===== config.mk =====
export PLATFORM = sky130hd
export DESIGN_NAME = alu_seq_unit
export DESIGN_NICKNAME = d
export VERILOG_FILES = /design/src/rtl/alu_seq_unit.sv
export SDC_FILE = /design/constraint.sdc
export NUM_CORES = 1
export LEC_CHECK = 0
export CAP_MARGIN = 5
export CORE_MARGIN = 8
export CORE_UTILIZATION = 38
export CTS_CLUSTER_SIZE = 20
export DETAILED_ROUTE_END_ITERATION = 6
export GPL_TIMING_DRIVEN = 0
export PLACE_DENSITY = 0.62
export SLEW_MARGIN = 20
export SYNTH_ARGS = -nofsm -noshare
export SYNTH_HDL_FRONTEND = slang
export SYNTH_SLANG_ARGS = --single-unit

===== constraint.sdc =====
create_clock -name Clock -period 5.8 [get_ports Clock]
set_input_delay 1.16 -clock Clock [delete_from_list [all_inputs] [get_ports Clock]]
set_output_delay 1.16 -clock Clock [all_outputs]
set_load 0.02 [all_outputs]

===== src/rtl/alu_seq_unit.sv =====
// Handshaked 16-function ALU with {Z,C,N,O} flags, full/half width and iterative shifts.
// Define ALU_MULTISHIFT_EN for k-bit shifts done one bit per cycle; otherwise every shift moves exactly 1 bit.
module alu_seq_unit #(
  parameter int WIDTH = 32,
  parameter int SHW   = $clog2(WIDTH)
) (
  input  logic             Clock,
  input  logic             Reset,
  input  logic             InValid,
  output logic             InReady,
  input  logic [WIDTH-1:0] A,
  input  logic [WIDTH-1:0] B,
  input  logic [4:0]       FunSel,
  input  logic [SHW-1:0]   ShAmt,
  input  logic             WF,
  output logic             OutValid,
  input  logic             OutReady,
  output logic [WIDTH-1:0] ALUOut,
  output logic [3:0]       FlagsOut
);

  localparam int H = WIDTH / 2;

  localparam logic [3:0] OP_PASSA = 4'b0000;
  localparam logic [3:0] OP_PASSB = 4'b0001;
  localparam logic [3:0] OP_NOTA  = 4'b0010;
  localparam logic [3:0] OP_NOTB  = 4'b0011;
  localparam logic [3:0] OP_ADD   = 4'b0100;
  localparam logic [3:0] OP_ADC   = 4'b0101;
  localparam logic [3:0] OP_SUB   = 4'b0110;
  localparam logic [3:0] OP_AND   = 4'b0111;
  localparam logic [3:0] OP_OR    = 4'b1000;
  localparam logic [3:0] OP_XOR   = 4'b1001;
  localparam logic [3:0] OP_NAND  = 4'b1010;
  localparam logic [3:0] OP_LSL   = 4'b1011;
  localparam logic [3:0] OP_ASR   = 4'b1101;
  localparam logic [3:0] OP_CSL   = 4'b1110;

`ifdef ALU_MULTISHIFT_EN
  typedef enum logic [1:0] {S_IDLE, S_SHIFT, S_DONE} state_t;
`else
  typedef enum logic [1:0] {S_IDLE, S_DONE} state_t;
`endif

  state_t           r_state;
  state_t           w_state_next;
  state_t           w_start_state;
  logic [WIDTH-1:0] r_alu_out;
  logic [3:0]       r_flags;

  logic [3:0]       w_op;
  logic             w_half;
  logic             w_is_shift;
  logic             w_is_sub;
  logic             w_is_arith;
  logic             w_accept;
  logic [WIDTH-1:0] w_b_op;
  logic             w_cin;
  logic [WIDTH:0]   w_sum_f;
  logic [H:0]       w_sum_h;
  logic [WIDTH-1:0] w_raw;
  logic [WIDTH-1:0] w_res;
  logic             w_sa;
  logic             w_sb;
  logic             w_cout;
  logic             w_ovf;
  logic [3:0]       w_flags_alu;
  logic [WIDTH:0]   w_step;
  logic [WIDTH-1:0] w_step_res;
  logic [3:0]       w_flags_sh;

  // Low H bits sign-extended in half mode; full-width value passes through.
  function automatic logic [WIDTH-1:0] sext(input logic [WIDTH-1:0] v, input logic half);
    return half ? {{(WIDTH-H){v[H-1]}}, v[H-1:0]} : v;
  endfunction

  // One-bit shift step; returns {bit shifted out, new value}. Half mode keeps bits within H.
  function automatic logic [WIDTH:0] shift_step(input logic [WIDTH-1:0] v, input logic [3:0] op,
                                                input logic half, input logic cin);
    logic             msb;
    logic             fill;
    logic             s_out;
    logic [WIDTH-1:0] n;
    msb  = half ? v[H-1] : v[WIDTH-1];
    fill = 1'b0;
    if (op == OP_ASR)
      fill = msb;
    else if (op == OP_CSL || op == 4'b1111)
      fill = cin;
    if (op == OP_LSL || op == OP_CSL) begin
      n     = {v[WIDTH-2:0], fill};
      s_out = msb;
    end else begin
      n = {fill, v[WIDTH-1:1]};
      if (half)
        n[H-1] = fill;
      s_out = v[0];
    end
    return {s_out, n};
  endfunction

  assign w_op       = FunSel[3:0];
  assign w_half     = ~FunSel[4];
  assign w_is_shift = (w_op >= OP_LSL);
  assign w_is_sub   = (w_op == OP_SUB);
  assign w_is_arith = (w_op == OP_ADD) | (w_op == OP_ADC) | w_is_sub;
  assign w_accept   = InValid & InReady;

  assign w_b_op  = w_is_sub ? ~B : B;
  assign w_cin   = (w_op == OP_ADC) ? r_flags[2] : w_is_sub;
  assign w_sum_f = {1'b0, A} + {1'b0, w_b_op} + {{WIDTH{1'b0}}, w_cin};
  assign w_sum_h = {1'b0, A[H-1:0]} + {1'b0, w_b_op[H-1:0]} + {{H{1'b0}}, w_cin};

  always_comb begin
    w_raw = A;
    case (w_op)
      OP_PASSA: w_raw = A;
      OP_PASSB: w_raw = B;
      OP_NOTA:  w_raw = ~A;
      OP_NOTB:  w_raw = ~B;
      OP_ADD, OP_ADC, OP_SUB:
        w_raw = w_half ? {{(WIDTH-H){1'b0}}, w_sum_h[H-1:0]} : w_sum_f[WIDTH-1:0];
      OP_AND:   w_raw = A & B;
      OP_OR:    w_raw = A | B;
      OP_XOR:   w_raw = A ^ B;
      OP_NAND:  w_raw = ~(A & B);
      default:  w_raw = A;
    endcase
  end

  assign w_res  = sext(w_raw, w_half);
  assign w_sa   = w_half ? A[H-1] : A[WIDTH-1];
  assign w_sb   = w_half ? B[H-1] : B[WIDTH-1];
  assign w_cout = w_half ? w_sum_h[H] : w_sum_f[WIDTH];
  // Sub overflow compares against the original B sign, not the inverted operand.
  assign w_ovf  = w_is_sub ? ((w_sa != w_sb) && (w_res[WIDTH-1] == w_sb))
                           : ((w_sa == w_sb) && (w_res[WIDTH-1] != w_sa));
  assign w_flags_alu = {(w_res == '0), (w_is_arith ? w_cout : r_flags[2]), w_res[WIDTH-1],
                        (w_is_arith ? w_ovf : r_flags[0])};

`ifdef ALU_MULTISHIFT_EN
  logic [WIDTH-1:0] r_work;
  logic [SHW-1:0]   r_cnt;
  logic [3:0]       r_op;
  logic             r_half;
  logic             r_wf;
  logic             r_carry;
  logic [WIDTH-1:0] w_a_ext;

  assign w_step        = shift_step(r_work, r_op, r_half, r_carry);
  assign w_step_res    = sext(w_step[WIDTH-1:0], r_half);
  assign w_a_ext       = sext(A, w_half);
  assign w_start_state = (w_is_shift && (ShAmt != '0)) ? S_SHIFT : S_DONE;
`else
  logic w_unused;

  assign w_unused      = ^ShAmt;
  assign w_step        = shift_step(A, w_op, w_half, r_flags[2]);
  assign w_step_res    = sext(w_step[WIDTH-1:0], w_half);
  assign w_start_state = S_DONE;
`endif
  assign w_flags_sh = {(w_step_res == '0), w_step[WIDTH], w_step_res[WIDTH-1], r_flags[0]};

  always_ff @(posedge Clock) begin
    if (Reset)
      r_state <= S_IDLE;
    else
      r_state <= w_state_next;
  end

  always_comb begin
    w_state_next = r_state;
    case (r_state)
      S_IDLE:
        if (w_accept)
          w_state_next = w_start_state;
`ifdef ALU_MULTISHIFT_EN
      S_SHIFT:
        if (r_cnt == SHW'(1))
          w_state_next = S_DONE;
`endif
      S_DONE:
        if (w_accept)
          w_state_next = w_start_state;
        else if (OutReady)
          w_state_next = S_IDLE;
      default: w_state_next = S_IDLE;
    endcase
  end

  always_comb begin
    InReady  = 1'b0;
    OutValid = 1'b0;
    case (r_state)
      S_IDLE: InReady = 1'b1;
      S_DONE: begin
        OutValid = 1'b1;
        InReady  = OutReady;
      end
      default: ;
    endcase
  end

  always_ff @(posedge Clock) begin
    if (Reset) begin
      r_alu_out <= '0;
      r_flags   <= 4'b0000;
`ifdef ALU_MULTISHIFT_EN
      r_work    <= '0;
      r_cnt     <= '0;
      r_op      <= 4'b0000;
      r_half    <= 1'b0;
      r_wf      <= 1'b0;
      r_carry   <= 1'b0;
`endif
    end else if (w_accept) begin
      if (!w_is_shift) begin
        r_alu_out <= w_res;
        if (WF)
          r_flags <= w_flags_alu;
      end else begin
`ifdef ALU_MULTISHIFT_EN
        r_carry <= r_flags[2];
        if (ShAmt != '0) begin
          r_work <= A;
          r_cnt  <= ShAmt;
          r_op   <= w_op;
          r_half <= w_half;
          r_wf   <= WF;
        end else begin
          r_alu_out <= w_a_ext;
          if (WF)
            r_flags <= {(w_a_ext == '0), r_flags[2], w_a_ext[WIDTH-1], r_flags[0]};
        end
`else
        r_alu_out <= w_step_res;
        if (WF)
          r_flags <= w_flags_sh;
`endif
      end
    end
`ifdef ALU_MULTISHIFT_EN
    else if (r_state == S_SHIFT) begin
      r_work  <= w_step[WIDTH-1:0];
      r_carry <= w_step[WIDTH];
      r_cnt   <= r_cnt - SHW'(1);
      if (r_cnt == SHW'(1)) begin
        r_alu_out <= w_step_res;
        if (r_wf)
          r_flags <= w_flags_sh;
      end
    end
`endif
  end

  assign ALUOut   = r_alu_out;
  assign FlagsOut = r_flags;

endmodule


* Word level (Yosys, flattened, before mapping)
Index checks and enable logic that the tools add are counted.
** Word-level totals
- Register bits after elaboration :: 38
- Input port bits :: 79
- Output and inout bits :: 38
- Logic and storage cells :: 81
** Cells by class
- $add $sub $neg :: 4
- Order comparisons :: 1
- Eq/ne operators :: 21
- Mux-type cells :: 27
- Bitwise logic cells :: 10
- Reductions and logical operators :: 13
** Operators by type and width (number)
- $pmux W32 S8 :: 1
- $mux W32 :: 6
- $not A32 Y32 :: 3
- $logic_not A32 Y1 :: 2
- $add A32 B32 Y33 :: 1
- $add A33 B1 Y33 :: 1
- $and A32 B32 Y32 :: 1
- $or A32 B32 Y32 :: 1
- $xor A32 B32 Y32 :: 1
- $eq A4 B4 Y1 const B :: 7
- $add A16 B16 Y17 :: 1
- $add A17 B1 Y17 :: 1
- $eq A4 B3 Y1 const B :: 4
- $mux W1 :: 12
- $mux W4 :: 3
- $eq A4 B2 Y1 const B :: 2
- $mux W2 :: 3
- $eq A4 B1 Y1 const B :: 1
- $ge A4 B4 Y1 const B :: 1
- $pmux W2 S2 :: 1
- $reduce_and A2 Y1 :: 2
- $reduce_and A4 Y1 :: 1
- $ne A3 B3 Y1 const B :: 1
- $reduce_and A3 Y1 :: 1
- 13 further kinds :: 18

* Depth between registers and ports, before layout
Gate-level depths: netlist of the first run.
- Depth in word-level cells :: 13
- Mapped depth :: 20
- Gate-level depth less buffers :: 16

* Worst setup path after synthesis of the first run
Ideal clock, no wire load.
- Path type :: input-to-reg
- Start :: input port FunSel[1]
- End :: register r_flags[3], in the netlist FlagsOut[3]
- Library setup time :: 0.069 ns
- Arrival :: 5.860 ns
- Data required time :: 5.731 ns
- Setup slack :: -0.129 ns
- Stages on the path :: 20
- Buffers on the path :: 4
- Cells stage by stage :: buf_2 buf_6 nand2b_1 buf_2 nor2_1 clkbuf_1 xnor2_1 fa_1 inv_1 fa_1 nand2b_1 a21oi_2 o2111ai_2 a211o_1 o21a_1 a32o_1 a221o_1 or4_1 or4_1 o21ai_1
** On the way
- Cells in the longest elaborated chain, start to end :: 10
- Elaborated cells between the ends (all ways) :: 37
** Ends and longest elaborated chain
- start, declared :: line 13 : input logic [4:0] FunSel,
- $eq A4 B3 Y1 (tied with other cells) :: line 105, 116
- $mux W32 or $logic_or A1 B1 Y1 (tied branches) :: line 109, 88
- $add A32 B32 Y33 (tied with other cells) :: line 111 : assign w_sum_f = {1'b0, A} + {1'b0, w_b_op} + {{WIDTH{1'b0}}, w_cin};
- $add A33 B1 Y33 (tied with other cells) :: line 111
- $mux W32 or $mux W1 (tied branches) :: line 122, 95
- $pmux W32 S8 or $mux W32 (tied branches) :: line 116, 90
- $mux W32 :: line 74 : return half ? {{(WIDTH-H){v[H-1]}}, v[H-1:0]} : v;
- $logic_not A32 Y1, on equally long branches :: line 138, 162
- $mux W4, on equally long branches :: line 219, 237
- $mux W4 * :: line 217 : if (!w_is_shift) begin
- end signal, assigned :: line 220 : r_flags <= w_flags_alu;
- end signal, assigned :: line 238 : r_flags <= w_flags_sh;
- end, declared :: line 49 : logic [3:0] r_flags;
Every way passes the cells marked *; elsewhere a longest branch is shown, timed or not. The select of a mux whose other input is x is not followed.
A chain may end at the register's enable or synchronous reset.

* Worst setup path after layout of the first run
- Start :: input port FunSel[3]
- End :: register r_flags[3], in the netlist FlagsOut[3]
Same word-level chain as after synthesis.

==> impl_metrics.toml, run 1 <==
[global_routing]
grt_pass1_wl_um = 61100
grt_pass1_vias = 9895
grt_util_all_layers_pct = 30.1
grt_max_degree = 13
grt_overflow = 0
antenna_found_initial = 0

[final_layout]
ff_latch_area_um2 = 741
post-route-util_pct = 48.2
antenna_cells = 0
nNetsFinal = 1517
drive_above_1_share_pct = 9.39
fillerInstances = 2205
fin_area_um2 = 10200
areaGrowthSynthToFinish_pct = 24.1
layoutNonFillerInstCount = 1617
multi_input_area_um2 = 6920

[timing]
min_period_ps = 5950
max_slew_margin_pct = 20.3
skew_ps = 4.26
hold_viol = 0
worst_slack_ps = -147
period_share_pct = 103
report.final.slew_viol_count = 0
setup_viol = 1
tightest_slew_ps = 1190
setup-tns-final_ps = -147
whs_ps = 451
timing.fmax_ghz = 0.168

[worst_setup_path]
cp_slowest_cell = "nor2_1"
start_kind = "input pin"
r2r-start = "FlagsOut[2]"
reg2reg_depth = 15
required_ps = 6010
critPathKind = "in2reg"
path_cells = "clkdlybuf4s50_1 > buf_6 > nor2_1 > nand2_1 > nand2_1 > buf_2 > a32o_1 > nand4_1 > nor4_2 > nand4_1 > or4_1 > or4_1 > o21ai_1"
worstReg2RegEnd = "FlagsOut[3]"
cp-end-kind = "flop"
reg2reg_slack_ps = 1420
critPathBufInv = 3
startpoint = "FunSel[3]"
slowest_delay_ps = 770
path_max_fanout = 10
cpLargestDelayFamily = "simple AND/OR/NAND/NOR gates"
worstPathArrival_ps = 6160

[clocking]
numCtsBuffers = 5
h-tree-depth = 2
clk_pin_slew_ps = 60
insertion_delay_ps = 290
cts-root-buf = "clkbuf_16"
cts_tree = "built"
cts_hold_buf = 0
clock_path_buffers = 2
cts.sinks = 37

[logic_synthesis]
async_flop_share_pct = 0
syn-num-nets = 1385
yosys-top-cells-area = "ha_1 (15%), dfxtp_1 (9.0%), a21oi_1 (7.3%)"
yosys_register_bits = 37
netlist_instances = 1209
ys.flop_type = "dfxtp_1"
syn_area_um2 = 8190
synth_warnings = 0
synth_edf_count = 0
syn_area_per_cell_um2 = 6.77
yosysTopAreaCellShare_pct = 14.5
synth_seq_area_share_pct = 9.04
synth.distinct_cells = 88
synth.largest_area_cell = "ha_1"

[power]
ir_worst_vdd_uv = 117
cellPowerDensity_nw_per_um2 = 157
p_leak_nw = 4.09
finalPower_mw = 1.60

[min_path]
hold_start = "ALUOut[15]"
hold_path_end = "ALUOut[15]"
hold_class = "reg2reg"
holdPathStages = 2

[drt]
via_per_inst = 6.43
first_pass_iters = 7
routedWlPerCell_um = 25.7
antenna_left = 0
wl_um = 41600
num_vias = 10397
drcViolationCount = 0
drt_iter0_drc = 1230

[run]
cap_violations = 0

[status]
violations = "negative setup slack"
status = "finished with violations"

[floorplan]
core_area_um2 = 21100
start_util_pct = 38.8
ios = 117
die-area_um2 = 26500
rows = 53
dieHeight_um = 163
die_width_um = 163

[place]
dp.final_hpwl_um = 32900
portBuffers = 109
placed_area_um2 = 9630
dpl.cell_count = 1593
place_ws_ps = -2200
place.gp.congestion = 0.999
[cells in the mapped netlist (5+ instances only)]
cell type    n
nand2_1    125
a21oi_1    119
nor2_1     103
o21ai_0    102
ha_1        95
inv_1       80
mux2i_1     42
clkbuf_1    39
xnor2_1     39
dfxtp_1     37
o22ai_1     33
buf_2       27
nand3_1     27
a22oi_1     26
nor3_1      25
a211oi_1    24
nand4_1     19
o211ai_1    19
nand2b_1    14
a21o_1      13
nor4_1      11
nor2b_1     10
xor2_1      10
or3_1        9
a21oi_2      7
o31ai_1      7
a31oi_1      6
o21a_1       6
o221ai_1     6
a211o_1      5
a311oi_1     5
and3_1       5
buf_6        5
[state kept, by name, summed over array words and instances (netlist names)]
register	count
r_state	1
ALUOut	32
FlagsOut	4
[placed cells by master, fill, tap and decap left out, drive strengths merged, types with 5 or more instances in the layout]
| master | synthesis | layout |
|---|---|---|
| a211o | 6 | 6 |
| a211oi | 25 | 25 |
| a21o | 17 | 17 |
| a21oi | 126 | 126 |
| a22oi | 26 | 26 |
| a311oi | 5 | 5 |
| a31oi | 6 | 6 |
| and3 | 7 | 7 |
| buf | 38 | 55 |
| clkbuf | 42 | 48 |
| clkdlybuf4s50 | 0 | 108 |
| dfxtp | 37 | 37 |
| ha | 95 | 95 |
| inv | 81 | 81 |
| mux2i | 42 | 42 |
| nand2 | 127 | 127 |
| nand2b | 14 | 14 |
| nand3 | 27 | 27 |
| nand4 | 19 | 19 |
| nor2 | 104 | 104 |
| nor2b | 10 | 10 |
| nor3 | 25 | 25 |
| nor4 | 11 | 11 |
| o2111ai | 5 | 5 |
| o211ai | 20 | 20 |
| o21a | 6 | 6 |
| o21ai | 106 | 106 |
| o221ai | 6 | 6 |
| o22ai | 33 | 33 |
| o31ai | 7 | 7 |
| or3 | 10 | 10 |
| xnor2 | 39 | 39 |
| xor2 | 10 | 10 |
[routing by layer]
metal | vias up | GRT usage [%] | part of all wire [%]
li1 | 4717 | - | -
met3 | 141 | 4.50 | 8.9
met5 | - | 0 | 0
met2 | 639 | 48.9 | 45
met4 | 0 | 16.6 | 6.3
met1 | 4900 | 37.7 | 40
[how the worst max path moves through the flow]
stage	endpoint	cells after the start
4_1_cts	FlagsOut[3]	20
3_5_place_dp	FlagsOut[3]	20
5_1_grt	FlagsOut[3]	19
6_report	FlagsOut[3]	13
2_1_floorplan	FlagsOut[3]	20
3_3_place_gp	FlagsOut[3]	20
[worst register-to-register path: stages, from the launching register on]
cell and delay, ps:
dfxtp_1 450, nand2_1 140, a21oi_4 180, fa_2 230, inv_1 60, fa_1 410, nand2b_4 180, a21oi_4 190
o2111ai_4 220, a211oi_4 410, a311oi_1 170, nor3_2 250, nand4_1 140, or4_1 570, or4_1 600, o21ai_1 110
[cell families (layout without fill, tap and decap cells)]
logic type                 after synthesis  count (layout)  share of synthesized area (%)
and+or+nand+nor                        378             378                           21.7
buffers and inverters                  161             294                           8.75
xor gates and xnor gates                49              49                           5.24
DFF                                     37              37                           9.04
muxes                                   45              45                           5.55
adders and majority gates               97              97                           15.0
AOI/OAI and AO/OA                      442             442                           34.8
[area by class of cell]
cell class,count,area share [%]
Buffer,79,4.64
Clock buffer,6,1.37
Clock inverter,2,0.369
Inverter,81,2.99
Multi-Input combinational cell,1011,68.0
Sequential cell,37,7.29
Tap cell,275,3.38
Timing Repair Buffer,126,11.9
[report_power, final]
part | internal [mW] | switching [mW] | total [mW]
clock network | 0.215 | 0.113 | 0.328
logic | 0.372 | 0.613 | 0.985
registers | 0.275 | 0.0111 | 0.286
[timing repair]
item | CTS | global route
pin swaps | 6 | 12
resized for setup | 46 | 12
endpoints found under the setup margin | 24 | 1
buffers inserted | 7 | 10
gates cloned | 0 | 0
Note: power is estimated with default switching activity, not from simulation.
==> run 2, diff against run 1 <==
--- a/config.mk
+++ b/config.mk
@@ -8,6 +8,7 @@
 export CAP_MARGIN = 5
 export CORE_MARGIN = 8
 export CORE_UTILIZATION = 38
+export CTS_BUF_LIST = sky130_fd_sc_hd__clkbuf_8
 export CTS_CLUSTER_SIZE = 20
 export DETAILED_ROUTE_END_ITERATION = 6
 export GPL_TIMING_DRIVEN = 0
==> impl_metrics.toml, run 2 (synthesized netlist as in run 1, its figures left out) <==
[floorplan]
dieHeight_um = 163
core_area_um2 = 21100
start_util_pct = 38.8
die-area_um2 = 26500
rows = 53
ios = 117
die_width_um = 163

[timing]
rsz0062_at_grt = "no"
timing.fmax_ghz = 0.169
tightest_slew_ps = 1160
max_slew_margin_pct = 22.5
period_share_pct = 102
worst_slack_ps = -104
report.final.slew_viol_count = 0
setup_viol = 1
skew_ps = 6.64
hold_viol = 0
min_period_ps = 5900

[final_layout]
nNetsFinal = 1517
final_common_cell = "nand2_1"
final_cell_mix = "nand2_1 (125), a21oi_1 (117), clkdlybuf4s50_1 (108)"
antenna_cells = 0
largest_reg_flops = 32
post-route-util_pct = 47.9
areaGrowthSynthToFinish_pct = 23.4
drive_above_1_share_pct = 9.31
fillerInstances = 2216

[status]
status = "finished with violations"
violations = "design-rule violations, negative setup slack"

[clocking]
h-tree-depth = 2
numCtsBuffers = 5
clk_pin_slew_ps = 80
cts_tree = "built"
cts.sinks = 37
cts-root-buf = "clkbuf_8"
clock_path_buffers = 2
cts_hold_buf = 0
insertion_delay_ps = 300

[drt]
antenna_left = 0
first_pass_iters = 7
routedWlPerCell_um = 25.6
num_vias = 10473
via_per_inst = 6.48
wl_um = 41300
drcViolationCount = 7
drt_iter0_drc = 1210

[worst_setup_path]
start_kind = "input pin"
required_ps = 6030
cp-end-kind = "flop"
path_max_fanout = 10
reg2reg_slack_ps = 1430
critPathKind = "in2reg"
worstPathArrival_ps = 6130

[power]
p_leak_nw = 4.06
comb_power_share_pct = 65.0
switching_power_mw = 0.725
p_clk_share_pct = 16.1
ir_worst_vdd_uv = 117
cellPowerDensity_nw_per_um2 = 150
power.share.switching_pct = 48.0
finalPower_mw = 1.51
internal_power_mw = 0.786
seqPwrFrac_pct = 18.9

[place]
dp.final_hpwl_um = 32900
portBuffers = 109
place.gp.congestion = 0.999

[run]
cap_violations = 0

[global_routing]
grt_pass1_wl_um = 61100
grt_overflow = 0
grt_util_all_layers_pct = 30.1
grt_pass1_vias = 9907
antenna_found_initial = 0
grt_max_degree = 13

[min_path]
hold_class = "reg2reg"
## run 2: final timing paths
kind,from,end,depth (start not counted)
min reg2reg,ALUOut[15],ALUOut[15],2
min,ALUOut[15],ALUOut[15],2
max,FunSel[3],FlagsOut[3],13
max reg2reg,FlagsOut[2],FlagsOut[3],15
## run 2: layer usage
metal	vias up	track usage [%]	routed length [um]	share of wire, %
li1	4725	-	-	-
met3	159	4.37	3840	9.3
met1	4917	37.8	16300	39
met5	-	0	0	0
met4	0	16.7	2670	6.5
met2	672	48.6	18500	45
## run 2: worst max-delay path, cell delays in order
cell,delay (ps)
clkdlybuf4s50_1,460
buf_6,160
nor2_1,790
nand2_1,470
nand2_1,450
buf_2,380
a32o_1,320
nand4_1,140
nor4_2,340
nand4_1,150
or4_1,600
or4_1,600
o21ai_1,110
## run 2: metrics by stage
| stage | instances | cell area, um2 | setup WS [ps] | TNS [ps] | hold slack (ps) |
|---|---|---|---|---|---|
| 2_1_floorplan | 1209 | 8190 | 39.9 | 0 | 530 |
| 3_3_place_gp | 1593 | 9630 | -2220 | -21850 | 445 |
| 3_5_place_dp | 1593 | 9630 | -2200 | -21210 | 445 |
| 4_1_cts | 1608 | 9990 | 12.0 | 0 | 456 |
| 5_1_grt | 1617 | 10100 | 22.9 | 0 | 478 |
| 6_report | 1617 | 10100 | -104 | -104 | 453 |
## run 2: cell type report
type / instances / area [um2] / share of cell area, %
plain buffers: 79 / 469 / 4.64
clock buffers: 6 / 82.6 / 0.817
clock inverters: 2 / 37.5 / 0.371
inverters: 81 / 304 / 3.01
multi-input cells: 1011 / 6910 / 68.4
flip-flops and latches: 37 / 741 / 7.33
well taps: 275 / 344 / 3.41
repair buffers: 126 / 1210 / 12.0
## run 2: power groups by stage
stage	combinational [mW]	clock (mW)	sequential [mW]
global placement	0.912	0	0.292
CTS	0.943	0.249	0.286
finish	0.982	0.243	0.285
detailed placement	0.912	0	0.291
floorplan	0.538	0	0.316
global route	1.05	0.261	0.288
## run 2: timing repair
item,in CTS,in global routing
pin swaps,6,12
resized for setup,43,15
buffers inserted,7,10
endpoints found under the setup margin,24,1
cloned,0,0
==> run 3, diff against run 2 <==
--- a/config.mk
+++ b/config.mk
@@ -11,7 +11,6 @@
 export CTS_BUF_LIST = sky130_fd_sc_hd__clkbuf_8
 export CTS_CLUSTER_SIZE = 20
 export DETAILED_ROUTE_END_ITERATION = 6
-export GPL_TIMING_DRIVEN = 0
 export PLACE_DENSITY = 0.62
 export SLEW_MARGIN = 20
 export SYNTH_ARGS = -nofsm -noshare
==> impl_metrics.toml, run 3 (synthesized netlist as in run 1, its figures left out) <==
[min_path]
hold_class = "reg2reg"

[worst_setup_path]
slowest_delay_ps = 560
reg2reg_depth = 16
critPathBufInv = 3
critPathKind = "in2reg"
start_kind = "input pin"
cp_slowest_cell = "or4_1"
worstPathArrival_ps = 5760
reg2reg_slack_ps = 1360
critPathCapture = "FlagsOut[3]"
worstReg2RegEnd = "FlagsOut[3]"
path_cells = "clkdlybuf4s50_1 > nand2b_1 > nor2_4 > xnor2_1 > fa_1 > inv_1 > fa_1 > nand2b_1 > a21oi_2 > o2111ai_2 > a211oi_2 > buf_4 > o221ai_1 > xor2_1 > o22ai_1 > or4_1 > or4_1 > o21ai_1"
startpoint = "FunSel[0]"
path_max_fanout = 5
r2r-start = "FlagsOut[2]"
required_ps = 6030
cp.depth = 18
cp-end-kind = "flop"
cpLargestDelayFamily = "simple AND/OR/NAND/NOR gates"

[floorplan]
die_width_um = 163
dieHeight_um = 163
core_area_um2 = 21100
ios = 117
start_util_pct = 38.8
die-area_um2 = 26500
rows = 53

[timing]
tightest_slew_ps = 994
rsz0062_at_grt = "no"
min_period_ps = 5530
max_slew_margin_pct = 33.3
timing.fmax_ghz = 0.181
skew_ps = 8.07
setup_viol = 0
hold_viol = 0
period_share_pct = 95.4
report.final.slew_viol_count = 0
setup-tns-final_ps = 0

[power]
p_leak_nw = 4.11
power.share.switching_pct = 45.7
finalPower_mw = 1.47
p_clk_share_pct = 15.7
cellPowerDensity_nw_per_um2 = 147
switching_power_mw = 0.670
internal_power_mw = 0.797
comb_power_share_pct = 64.8
seqPwrFrac_pct = 19.5
ir_worst_vdd_uv = 122

[clocking]
cts.sinks = 37
h-tree-depth = 2
cts_tree = "built"
numCtsBuffers = 5
insertion_delay_ps = 290
clk_pin_slew_ps = 70
cts-root-buf = "clkbuf_8"
clock_path_buffers = 2

[final_layout]
drive_above_1_share_pct = 10.2
largest_reg_flops = 32
nNetsFinal = 1509
final_common_cell = "nand2_1"
final_cell_mix = "nand2_1 (125), a21oi_1 (118), clkdlybuf4s50_1 (108)"
fin_area_um2 = 10000
ff_latch_area_um2 = 741
areaGrowthSynthToFinish_pct = 22.1
antenna_cells = 0
fillerInstances = 2192
multi_input_area_um2 = 6750
layoutNonFillerInstCount = 1609

[drt]
first_pass_iters = 5
num_vias = 9901
wl_um = 35800
drt_iter0_drc = 904
drcViolationCount = 0
antenna_left = 0
via_per_inst = 6.15
routedWlPerCell_um = 22.3

[global_routing]
grt_util_all_layers_pct = 26.0
grt_pass1_vias = 9483
grt_max_degree = 71
grt_pass1_wl_um = 54200
antenna_found_initial = 0
grt_overflow = 0

[status]
status = "completed"

[place]
dp.final_hpwl_um = 27800
portBuffers = 111
place.gp.congestion = 0.979
placed_area_um2 = 9880
dpl.cell_count = 1601

[run]
cap_violations = 0
## run 3: changes by cell type in the layout (fill, tap and decap cells not counted), sizes merged
| cell | delta |
|---|---|
| buf | +33 |
| clkbuf | -41 |
| clkinvlp | -1 |
| inv | +1 |
## run 3: worst min-delay path by stage
stage | start | to | cells after the start
after global routing | ALUOut[15] | ALUOut[15] | 2
after floorplan | FlagsOut[1] | FlagsOut[1] | 2
after detailed placement | ALUOut[5] | ALUOut[5] | 2
after CTS | ALUOut[5] | ALUOut[5] | 2
after global placement | ALUOut[19] | ALUOut[19] | 2
final | ALUOut[15] | ALUOut[15] | 2
## run 3: worst min-delay path: stages, from the launching register on
cell     delay [ps]
dfxtp_1         310
nand2_1          50
a21oi_1          50
## run 3: what timing repair did
action | 4_1_cts | 5_1_grt
resized for setup | 0 | 1
hold buffers | 0 | 0
endpoints found under the setup margin | 0 | 1
buffers inserted | 0 | 0
## run 3: area by class of cell
class                   count  share of cell area (%)
multi-input cells        1011                    67.5
inverters                  81                    3.04
well taps                 275                    3.44
flip-flops and latches     37                    7.41
repair buffers            197                    17.4
clock inverters             2                   0.338
clock buffers               6                   0.826
## run 3: through the flow
| step | hold slack, ps | util (%) | worst slack [ps] |
|---|---|---|---|
| 3_5_place_dp | 444 | 46.8 | -57.7 |
| 5_1_grt | 476 | 47.4 | 55.8 |
| 3_3_place_gp | 441 | 46.8 | -7.10 |
| 6_report | 452 | 47.4 | 268 |
| 2_1_floorplan | 530 | - | 39.9 |
| 4_1_cts | 455 | 47.4 | 247 |
## run 3: power by group through the flow
stage          combinational, mW  sequential, mW  clock [mW]
3_5_place_dp               0.932           0.292           0
3_3_place_gp               0.926           0.291           0
4_1_cts                    0.936           0.286       0.236
5_1_grt                     1.03           0.288       0.246
6_report                   0.950           0.286       0.231
2_1_floorplan              0.538           0.316           0
## run 3: metal layers
| metal | part of all wire (%) | vias up | GRT usage, % |
|---|---|---|---|
| met5 | 0 | - | 0 |
| met4 | 6.3 | 0 | 15.6 |
| met2 | 46 | 444 | 43.3 |
| li1 | - | 4708 | - |
| met1 | 41 | 4646 | 31.5 |
| met3 | 6.5 | 103 | 3.11 |
